### config.mk
export PLATFORM = sky130hd
export DESIGN_NAME = load_align_unit_flat
export DESIGN_NICKNAME = d
export VERILOG_FILES = /design/src/rtl/load_align_unit_pkg.sv /design/src/rtl/load_align_unit_if.sv /design/src/rtl/load_extend.sv /design/src/rtl/load_align_unit.sv /design/src/flat_wrapper.sv
export SDC_FILE = /design/constraint.sdc
export NUM_CORES = 1
export LEC_CHECK = 0
export CORE_MARGIN = 2
export CORE_UTILIZATION = 30
export DETAILED_ROUTE_END_ITERATION = 16
export PLACE_DENSITY = 0.69
export SLEW_MARGIN = 0
export SYNTH_ARGS = -nofsm -noshare
export SYNTH_HDL_FRONTEND = slang
export SYNTH_HIERARCHICAL = 1
export SYNTH_SLANG_ARGS = --single-unit
### constraint.sdc
create_clock -name clk -period 8.5 [get_ports clk]
set_clock_uncertainty 0.1 [all_clocks]
set_input_delay 1.7 -clock clk [delete_from_list [all_inputs] [get_ports clk]]
set_output_delay 1.7 -clock clk [all_outputs]
set_load 0.01 [all_outputs]
### src/rtl/load_align_unit_pkg.sv
// load_align_unit_pkg: load opcodes, region codes, FSM encodings and decode helpers
// shared by the load alignment unit and its lane-extension sub-block.
`default_nettype none

package load_align_unit_pkg;

  localparam logic [2:0] FNC_LB  = 3'b000;
  localparam logic [2:0] FNC_LH  = 3'b001;
  localparam logic [2:0] FNC_LW  = 3'b010;
  localparam logic [2:0] FNC_LBU = 3'b100;
  localparam logic [2:0] FNC_LHU = 3'b101;

  typedef enum logic [1:0] {
    REGION_NONE = 2'd0,
    REGION_DMEM = 2'd1,
    REGION_BIOS = 2'd2,
    REGION_IO   = 2'd3
  } region_t;

  typedef enum logic [1:0] {
    ST_IDLE  = 2'd0,
    ST_RESP  = 2'd1,
    ST_SPLIT = 2'd2
  } state_t;

  function automatic region_t decode_region(input logic [3:0] top);
    case (top)
      4'b0001, 4'b0011: decode_region = REGION_DMEM;
      4'b0100:          decode_region = REGION_BIOS;
      4'b1000:          decode_region = REGION_IO;
      default:          decode_region = REGION_NONE;
    endcase
  endfunction

  // A load crosses a word boundary when its last byte lands in the next word.
  function automatic logic is_crossing(input logic [2:0] fnc, input logic [1:0] off);
    is_crossing = (((fnc == FNC_LH) || (fnc == FNC_LHU)) && (off == 2'd3)) ||
                  ((fnc == FNC_LW) && (off != 2'd0));
  endfunction

endpackage

`default_nettype wire

### src/rtl/load_align_unit_if.sv
// load_align_unit_if: MEM-stage load request, memory read ports and writeback result.
`default_nettype none

interface load_align_unit_if;
  logic        req_valid;
  logic [2:0]  fnc;
  logic [31:0] addr;
  logic [31:0] mem_addr;
  logic        dmem_re;
  logic        bios_re;
  logic        io_re;
  logic [31:0] dmem_rdata;
  logic [31:0] bios_rdata;
  logic [31:0] io_rdata;
  logic        stall;
  logic        ld_valid;
  logic [31:0] ld_data;
  logic        ld_misaligned;

  modport slave (
    input  req_valid, fnc, addr, dmem_rdata, bios_rdata, io_rdata,
    output mem_addr, dmem_re, bios_re, io_re, stall, ld_valid, ld_data, ld_misaligned
  );

  modport master (
    output req_valid, fnc, addr, dmem_rdata, bios_rdata, io_rdata,
    input  mem_addr, dmem_re, bios_re, io_re, stall, ld_valid, ld_data, ld_misaligned
  );
endinterface

`default_nettype wire

### src/rtl/load_extend.sv
// load_extend: selects the byte/half/word starting at offset within a {word1, word0}
// window and sign- or zero-extends it to 32 bits.
`default_nettype none

module load_extend
  import load_align_unit_pkg::*;
(
  input  wire logic [2:0]  fnc,
  input  wire logic [1:0]  offset,
  input  wire logic [63:0] window,
  output logic      [31:0] result
);

  logic [31:0] lanes;

  always_comb begin
    lanes  = window[{offset, 3'b000} +: 32];
    result = 32'd0;
    case (fnc)
      FNC_LB:  result = {{24{lanes[7]}}, lanes[7:0]};
      FNC_LH:  result = {{16{lanes[15]}}, lanes[15:0]};
      FNC_LW:  result = lanes;
      FNC_LBU: result = {24'd0, lanes[7:0]};
      FNC_LHU: result = {16'd0, lanes[15:0]};
      default: result = 32'd0;
    endcase
  end

endmodule

`default_nettype wire

### src/rtl/load_align_unit.sv
// load_align_unit: MEM-stage load path - region-decoded word reads, 1-cycle response,
// lane extraction/extension. MISALIGNED_LOAD_EN enables two-read word-crossing loads.
`default_nettype none

module load_align_unit
  import load_align_unit_pkg::*;
#(
  parameter int AWIDTH = 32,
  parameter int DWIDTH = 32
) (
  input wire logic clk,
  input wire logic rst,
  load_align_unit_if.slave bus
);

  state_t               state, state_nx;
  region_t              req_region, rd_region, cap_region;
  logic [2:0]           cap_fnc;
  logic [1:0]           cap_off, ext_off;
  logic [AWIDTH-1:0]    word_addr, mem_addr;
  logic [DWIDTH-1:0]    sel_rdata, ext_out;
  logic [63:0]          window;
  logic                 accept, crossing, cap_crossing, stall, ld_valid;
`ifdef MISALIGNED_LOAD_EN
  logic [29:0]          cap_word;
  logic [31:0]          word0;
`endif

  assign req_region   = decode_region(bus.addr[31:28]);
  assign crossing     = is_crossing(bus.fnc, bus.addr[1:0]);
  assign cap_crossing = is_crossing(cap_fnc, cap_off);
  assign word_addr    = {bus.addr[31:2], 2'b00};
  assign accept       = bus.req_valid && !rst && ((state == ST_IDLE) || (state == ST_RESP));

  always_comb begin
    state_nx  = state;
    rd_region = REGION_NONE;
    mem_addr  = word_addr;
    stall     = 1'b0;
    ld_valid  = 1'b0;
    case (state)
      ST_IDLE, ST_RESP: begin
        ld_valid = (state == ST_RESP);
        state_nx = ST_IDLE;
        if (accept) begin
          rd_region = req_region;
          state_nx  = ST_RESP;
`ifdef MISALIGNED_LOAD_EN
          if (crossing) begin
            state_nx = ST_SPLIT;
            stall    = 1'b1;
          end
`endif
        end
      end
      ST_SPLIT: begin
`ifdef MISALIGNED_LOAD_EN
        // Second word: wraps naturally at the top of the 32-bit space.
        mem_addr  = {cap_word + 30'd1, 2'b00};
        rd_region = cap_region;
        state_nx  = ST_RESP;
`else
        state_nx  = ST_IDLE;
`endif
      end
      default: state_nx = ST_IDLE;
    endcase
  end

  always_ff @(posedge clk or posedge rst) begin
    if (rst) begin
      state      <= ST_IDLE;
      cap_fnc    <= 3'd0;
      cap_off    <= 2'd0;
      cap_region <= REGION_NONE;
`ifdef MISALIGNED_LOAD_EN
      cap_word   <= 30'd0;
      word0      <= 32'd0;
`endif
    end else begin
      state <= state_nx;
      if (accept) begin
        cap_fnc    <= bus.fnc;
        cap_off    <= bus.addr[1:0];
        cap_region <= req_region;
`ifdef MISALIGNED_LOAD_EN
        cap_word   <= bus.addr[31:2];
`endif
      end
`ifdef MISALIGNED_LOAD_EN
      if (state == ST_SPLIT) word0 <= sel_rdata;
`endif
    end
  end

  always_comb begin
    case (cap_region)
      REGION_DMEM: sel_rdata = bus.dmem_rdata;
      REGION_BIOS: sel_rdata = bus.bios_rdata;
      REGION_IO:   sel_rdata = bus.io_rdata;
      default:     sel_rdata = '0;
    endcase
  end

`ifdef MISALIGNED_LOAD_EN
  assign window  = cap_crossing ? {sel_rdata, word0} : {32'd0, sel_rdata};
  assign ext_off = cap_off;
  assign bus.ld_misaligned = 1'b0;
`else
  // Without split support a crossing load is served from its own word only.
  assign window  = {32'd0, sel_rdata};
  assign ext_off = cap_crossing ? ((cap_fnc == FNC_LW) ? 2'd0 : 2'd2) : cap_off;
  assign bus.ld_misaligned = ld_valid && cap_crossing;
`endif

  load_extend u_load_extend (
    .fnc    (cap_fnc),
    .offset (ext_off),
    .window (window),
    .result (ext_out)
  );

  assign bus.mem_addr = mem_addr;
  assign bus.dmem_re  = !rst && (rd_region == REGION_DMEM);
  assign bus.bios_re  = !rst && (rd_region == REGION_BIOS);
  assign bus.io_re    = !rst && (rd_region == REGION_IO);
  assign bus.stall    = stall;
  assign bus.ld_valid = ld_valid;
  assign bus.ld_data  = ld_valid ? ext_out : 32'd0;

endmodule

`default_nettype wire

### src/flat_wrapper.sv
// flat-port wrapper written by rule: the top's interface ports become plain ports
module load_align_unit_flat import load_align_unit_pkg::*;
#(
  parameter int AWIDTH = 32,
  parameter int DWIDTH = 32
)
  (clk, rst, bus_req_valid, bus_fnc, bus_addr, bus_dmem_rdata, bus_bios_rdata, bus_io_rdata, bus_mem_addr, bus_dmem_re, bus_bios_re, bus_io_re, bus_stall, bus_ld_valid, bus_ld_data, bus_ld_misaligned);
  load_align_unit_if bus_i ();
  input wire logic clk;
  input wire logic rst;
  input wire logic [$bits(bus_i.req_valid)-1:0] bus_req_valid;
  input wire logic [$bits(bus_i.fnc)-1:0] bus_fnc;
  input wire logic [$bits(bus_i.addr)-1:0] bus_addr;
  input wire logic [$bits(bus_i.dmem_rdata)-1:0] bus_dmem_rdata;
  input wire logic [$bits(bus_i.bios_rdata)-1:0] bus_bios_rdata;
  input wire logic [$bits(bus_i.io_rdata)-1:0] bus_io_rdata;
  output wire logic [$bits(bus_i.mem_addr)-1:0] bus_mem_addr;
  output wire logic [$bits(bus_i.dmem_re)-1:0] bus_dmem_re;
  output wire logic [$bits(bus_i.bios_re)-1:0] bus_bios_re;
  output wire logic [$bits(bus_i.io_re)-1:0] bus_io_re;
  output wire logic [$bits(bus_i.stall)-1:0] bus_stall;
  output wire logic [$bits(bus_i.ld_valid)-1:0] bus_ld_valid;
  output wire logic [$bits(bus_i.ld_data)-1:0] bus_ld_data;
  output wire logic [$bits(bus_i.ld_misaligned)-1:0] bus_ld_misaligned;
  assign bus_i.req_valid = bus_req_valid;
  assign bus_i.fnc = bus_fnc;
  assign bus_i.addr = bus_addr;
  assign bus_i.dmem_rdata = bus_dmem_rdata;
  assign bus_i.bios_rdata = bus_bios_rdata;
  assign bus_i.io_rdata = bus_io_rdata;
  assign bus_mem_addr = bus_i.mem_addr;
  assign bus_dmem_re = bus_i.dmem_re;
  assign bus_bios_re = bus_i.bios_re;
  assign bus_io_re = bus_i.io_re;
  assign bus_stall = bus_i.stall;
  assign bus_ld_valid = bus_i.ld_valid;
  assign bus_ld_data = bus_i.ld_data;
  assign bus_ld_misaligned = bus_i.ld_misaligned;
  load_align_unit #(.AWIDTH(AWIDTH), .DWIDTH(DWIDTH)) u_core (.clk(clk), .rst(rst), .bus(bus_i));
endmodule
==> flow_summary.json, run 1 <==
{
  "die_w_um": 105,
  "relSlewSlack_pct": 18.5,
  "p_int_w": 0.000262,
  "seq_area_um2": 201,
  "hold_slack_ns": 0.438,
  "netlist_instances": 297,
  "synth_edf_count": 0,
  "antenna_cells": 0,
  "total_power_w": 0.000417,
  "startpoint_type": "primary input",
  "post_cts_buffers": 0,
  "synth_seq_cells": 8,
  "drtIter0Drc": 158,
  "grtUsageTotal_pct": 15.7,
  "final_cells": 572,
  "finalHoldViolCount": 0,
  "ys_types": 40,
  "slew_violations": 0,
  "cts_resized": 0,
  "final_layout_size_suffix_gt1_share_pct": 21.4,
  "grt_pass1_wl_um": 14000,
  "antenna_found_initial": 0,
  "rsz0062_at_grt": "false",
  "dp_hpwl_um": 7420,
  "end_kind": "primary output",
  "routabilityCongestion": 0.795,
  "cts_made_buffers": 3,
  "p_comb_share_pct": 75.8,
  "root_buffer": "clkbuf_8",
  "pin_count": 204,
  "start_util_pct": 31.1,
  "switchingPower_w": 0.000155,
  "peakVddDrop_mv": 0.0598,
  "cts_sinks": 8,
  "avgViaCountPerCell": 4.81,
  "seq_area_frac_synth_pct": 6.53,
  "core_area_um2": 9860,
  "row_count": 36,
  "switching_share_pct": 37.1,
  "critPathMaxFanout": 16,
  "power.share.sequential_pct": 12.9,
  "vias": 2750,
  "wl_per_cell_um": 15.5,
  "synth-main-ff-cell": "dfrtp_1",
  "ctsHoldBuffers": 0,
  "avgSynthCellArea_um2": 10.3,
  "min_period_ns": 6.21,
  "grt_max_degree": 37,
  "grt_pass1_vias": 2788,
  "p_per_area_nw_per_um2": 93.4,
  "fp.dieArea_um2": 11000,
  "clk_path_buf_depth": 2,
  "synthArstFlopShare_pct": 100,
  "port_buffers": 148,
  "htreeDepth": 1,
  "ant_nets": 0,
  "nets": 574,
  "clk_latency_ns": 0.23,
  "max_freq_mhz": 161,
  "status": "complete, no violations",
  "worst_pin_slew_ns": 1.22,
  "num-fill-cells": 948,
  "clock_power_share_pct": 11.3,
  "globalRoute.totalOverflow": 0,
  "die_y_um": 105,
  "area_growth_syn_to_layout_pct": 45.7,
  "cts.clk_slew.worst_paths_ns": 0.04,
  "firstDrtPassIters": 4,
  "drt_wl_total_um": 8850,
  "setup_viol": 0,
  "dpl.cell_count": 568,
  "max_cap_violations": 0,
  "min_path_type": "reg -> reg",
  "yosys_warnings": 6,
  "multiInputGateArea_um2": 2510,
  "period_share_pct": 73.0,
  "drc": 0,
  "cts_tree": "built",
  "setup-tns-final_ns": 0,
  "worstPathArrival_ns": 4.41,
  "final_cell_mix": "clkdlybuf4s50_1 (148), conb_1 (51), and2_1 (34)",
  "leakagePower_nw": 1.73,
  "crit_type": "in -> out",
  "synth_area_um2": 3060,
  "layout_commonest_cell": "clkdlybuf4s50_1",
  "crit_required_ns": 6.70
}
-- critical path: stages --
cell	delay, ns
clkdlybuf4s50_1	0.39
mux2_4	0.28
a22o_1	0.22
mux2_4	0.30
a32oi_4	0.61
a31oi_1	0.19
and2_1	0.23
clkdlybuf4s50_1	0.47
-- stage by stage --
stage / setup slack [ns] / area, µm² / utilization [%]
floorplan: 3.52 / 3250 / -
finish: 2.29 / 4460 / 45.2
detailed placement: 2.26 / 4420 / 44.8
global placement: 2.27 / 4420 / 44.8
CTS: 2.26 / 4460 / 45.2
global route: 2.14 / 4460 / 45.2
-- final timing paths --
check	cells after the start	start	endpoint	slack, ns
min in group asynchronous	2	rst	u_core/state[0]$_DFF_PP0_	1.65
hold reg to reg	1	u_core/cap_off[1]$_DFFE_PP0N_	u_core/cap_off[1]$_DFFE_PP0N_	0.44
setup / recovery	8	bus_bios_rdata[23]	bus_ld_data[27]	2.29
hold / removal	1	u_core/cap_off[1]$_DFFE_PP0N_	u_core/cap_off[1]$_DFFE_PP0N_	0.44
setup reg to reg	1	u_core/cap_fnc[1]$_DFFE_PP0N_	u_core/cap_fnc[1]$_DFFE_PP0N_	7.22
max in group asynchronous	2	rst	u_core/cap_region[0]$_DFFE_PP0N_	6.39
-- layout make-up --
cell class              instances  area share (%)
clock buffers                   4            1.01
inverters                       9           0.757
multi-input cells             267            56.3
flip-flops and latches          8            4.51
well taps                     133            3.73
repair buffers                151            33.7
-- cells in the mapped netlist, types with 3 or more instances --
cell       n  area [µm²]
o21ai_1    8        40.0
mux2_4    30         450
inv_1      9        33.8
and2_1    34         213
a31oi_1    6        37.5
clkbuf_1   8        30.0
a22o_1    32         280
a31oi_2   10         125
buf_6      9         101
buf_12     3        60.1
nand2b_1   3        18.8
dfrtp_1    8         200
buf_2      5        25.0
mux4_2    30         676
nand2_1   18        67.6
mux2_2     9         101
buf_4     37         278
nor2b_1   12        75.1
-- sequential cells by signal, summed over array words and instances (netlist names) --
signal and flops:
u_core/cap_off 2, u_core/state 1, u_core/cap_fnc 3, u_core/cap_region 2
-- cells by family after synthesis --
group	after synthesis	share of synthesized area (%)
XOR/XNOR	1	0.286
AO/OA/AOI/OAI	63	18.3
buffers and inverters	72	17.7
other	1	0.122
flip-flops	8	6.53
multiplexers	73	41.9
AND/OR/NAND/NOR	79	15.1
-- power by group through the flow --
stage | sequential, W | clock (W) | combinational [W]
floorplan | 0.0000477 | 0 | 0.000255
global placement | 0.0000542 | 0 | 0.000314
detailed placement | 0.0000545 | 0 | 0.000319
CTS | 0.0000540 | 0.0000490 | 0.000319
global route | 0.0000561 | 0.0000506 | 0.000343
finish | 0.0000537 | 0.0000471 | 0.000316
-- per-layer routing --
layer | up-vias | routed length [µm] | global-route usage [%]
li1 | 1325 | - | -
met3 | 22 | 615 | 2.74
met2 | 124 | 4280 | 27.0
met5 | - | 0 | 0
met1 | 1279 | 3770 | 20.2
met4 | 0 | 178 | 4.10
Power figures use the tool's default switching activity.
==> run 2: changes to the inputs <==
- clock period: 8.5 -> 5.9 ns (I/O delays scaled with it)
==> run 2 against run 1 <==
Worst setup slack lost 1.7 ns. Sequential power grew 50%. Final area grew 0.67%. Sequential cell count is the same. Global-route usage grew 0.059 points. Clock power grew 44%. Count of clock-buffer cells in the layout is the same. Die area is the same. Combinational power grew 45%. Core utilization grew 0.30 points. Non-clock buffer count grew 4. Total power grew 45%. Largest power group unchanged.
==> flow_summary.json, run 2 (synthesis results as in run 1) <==
{
  "globalRoute.totalOverflow": 0,
  "row_count": 36,
  "drtIter0Drc": 77,
  "crit_type": "reg -> out",
  "dpl.cell_count": 572,
  "worst_pin_slew_ns": 1.03,
  "die_y_um": 105,
  "grt_pass1_wl_um": 14100,
  "final_cells": 576,
  "relSlewSlack_pct": 31.5,
  "port_buffers": 148,
  "grt_max_degree": 37,
  "setup_viol": 0,
  "startpoint_type": "register",
  "final_cell_mix": "clkdlybuf4s50_1 (148), conb_1 (51), and2_1 (34)",
  "wl_per_cell_um": 15.5,
  "cts_tree": "built",
  "ant_nets": 0,
  "cp_common_cell": "and2_1",
  "critPathMaxFanout": 36,
  "p_per_area_nw_per_um2": 135,
  "area_growth_syn_to_layout_pct": 46.6,
  "dp_hpwl_um": 7640,
  "routabilityCongestion": 0.796,
  "critPathMaxStageDelay_ns": 0.81,
  "die_w_um": 105,
  "cts_resized": 0,
  "top_regs": "u_core/cap_fnc (3), u_core/cap_off (2), u_core/cap_region (2)",
  "fp.dieArea_um2": 11000,
  "crit_required_ns": 4.62,
  "leakagePower_nw": 1.74,
  "antenna_cells": 0,
  "largest_reg_flops": 3,
  "max_freq_mhz": 189,
  "grt_pass1_vias": 2852,
  "clk_latency_ns": 0.23,
  "status": "complete, no violations",
  "period_share_pct": 89.5,
  "post_cts_buffers": 0,
  "drt_wl_total_um": 8900,
  "clk_path_buf_depth": 2,
  "layout_commonest_cell": "clkdlybuf4s50_1",
  "pin_count": 204,
  "cts.clk_slew.worst_paths_ns": 0.04,
  "peakVddDrop_mv": 0.0967,
  "max_cap_violations": 0,
  "r2r_slack_ns": 4.64,
  "worstPathArrival_ns": 4.00,
  "end_kind": "primary output",
  "cp_cell_sequence": "or3b_2, and3_2, and2_1, a32oi_4, a31oi_1, and2_1, clkdlybuf4s50_1",
  "firstDrtPassIters": 4,
  "finalHoldViolCount": 0,
  "root_buffer": "clkbuf_8",
  "core_area_um2": 9860,
  "final_cell_area_um2": 4490,
  "min_path_type": "reg -> reg",
  "top_layer": "met4",
  "final_layout_size_suffix_gt1_share_pct": 22.1,
  "dr_wl_met3_um": 599,
  "min_period_ns": 5.28,
  "start_util_pct": 31.1,
  "cts_made_buffers": 3,
  "hold_slack_ns": 0.437,
  "slew_violations": 0,
  "avgViaCountPerCell": 4.82,
  "setup-tns-final_ns": 0,
  "ctsHoldBuffers": 0,
  "rsz0062_at_grt": "false",
  "wl_met2_um": 4370,
  "total_power_w": 0.000606,
  "drt-met1-wl_um": 3820,
  "num-fill-cells": 924,
  "crit_slowest_cell": "dfrtp_1",
  "cts_sinks": 8,
  "drc": 0,
  "vias": 2777,
  "grtUsageTotal_pct": 15.8,
  "nets": 578,
  "placed_cell_area_um2": 4450,
  "antenna_found_initial": 0,
  "htreeDepth": 1,
  "top_register": "u_core/cap_fnc"
}
## run 2: area by class of cell
cell class              instances  area, µm²  area share (%)
multi-input cells             267       2510            55.9
repair buffers                155       1530            34.1
flip-flops and latches          8        201            4.48
well taps                     133        166            3.70
clock buffers                   4       45.0            1.00
inverters                       9       33.8           0.752
## run 2: metal layers
metal	up-vias	GRT usage [%]
li1	1337	-
met1	1299	19.1
met2	123	28.8
met3	18	2.99
met4	0	3.24
met5	-	0
## run 2: final timing paths
check	depth (start not counted)	endpoint	startpoint
max	7	bus_ld_data[27]	u_core/cap_fnc[1]$_DFFE_PP0N_
min	1	u_core/cap_off[1]$_DFFE_PP0N_	u_core/cap_off[1]$_DFFE_PP0N_
max reg2reg	1	u_core/cap_fnc[1]$_DFFE_PP0N_	u_core/cap_fnc[1]$_DFFE_PP0N_
min reg2reg	1	u_core/cap_off[1]$_DFFE_PP0N_	u_core/cap_off[1]$_DFFE_PP0N_
max in group asynchronous	2	u_core/cap_region[0]$_DFFE_PP0N_	rst
min in group asynchronous	2	u_core/cap_region[1]$_DFFE_PP0N_	rst
## run 2: critical path, delay by kind of cell, from the launching register on
family / cells / cell delay, ns
buf+inv: 1 / 0.47
compound gates: 2 / 0.85
flops: 1 / 0.81
simple gates: 4 / 1.61
## run 2: metrics by stage
stage,utilization (%),worst slack [ns]
after CTS,45.5,0.540
after global placement,45.1,0.716
final,45.5,0.619
after global routing,45.5,0.279
after floorplan,-,1.96
after detailed placement,45.1,0.658
## run 2: power by group
part           total [W]  switching [W]  internal, W
combinational   0.000457       0.000184     0.000273
clock          0.0000679      0.0000211    0.0000468
sequential     0.0000807      0.0000191    0.0000617
total           0.000606       0.000224     0.000381
==> run 3: changes to the inputs <==
- CAP_MARGIN: default -> 0
==> results of run 3 <==
The final DEF is identical to that of run 2; final timing and power are the same.
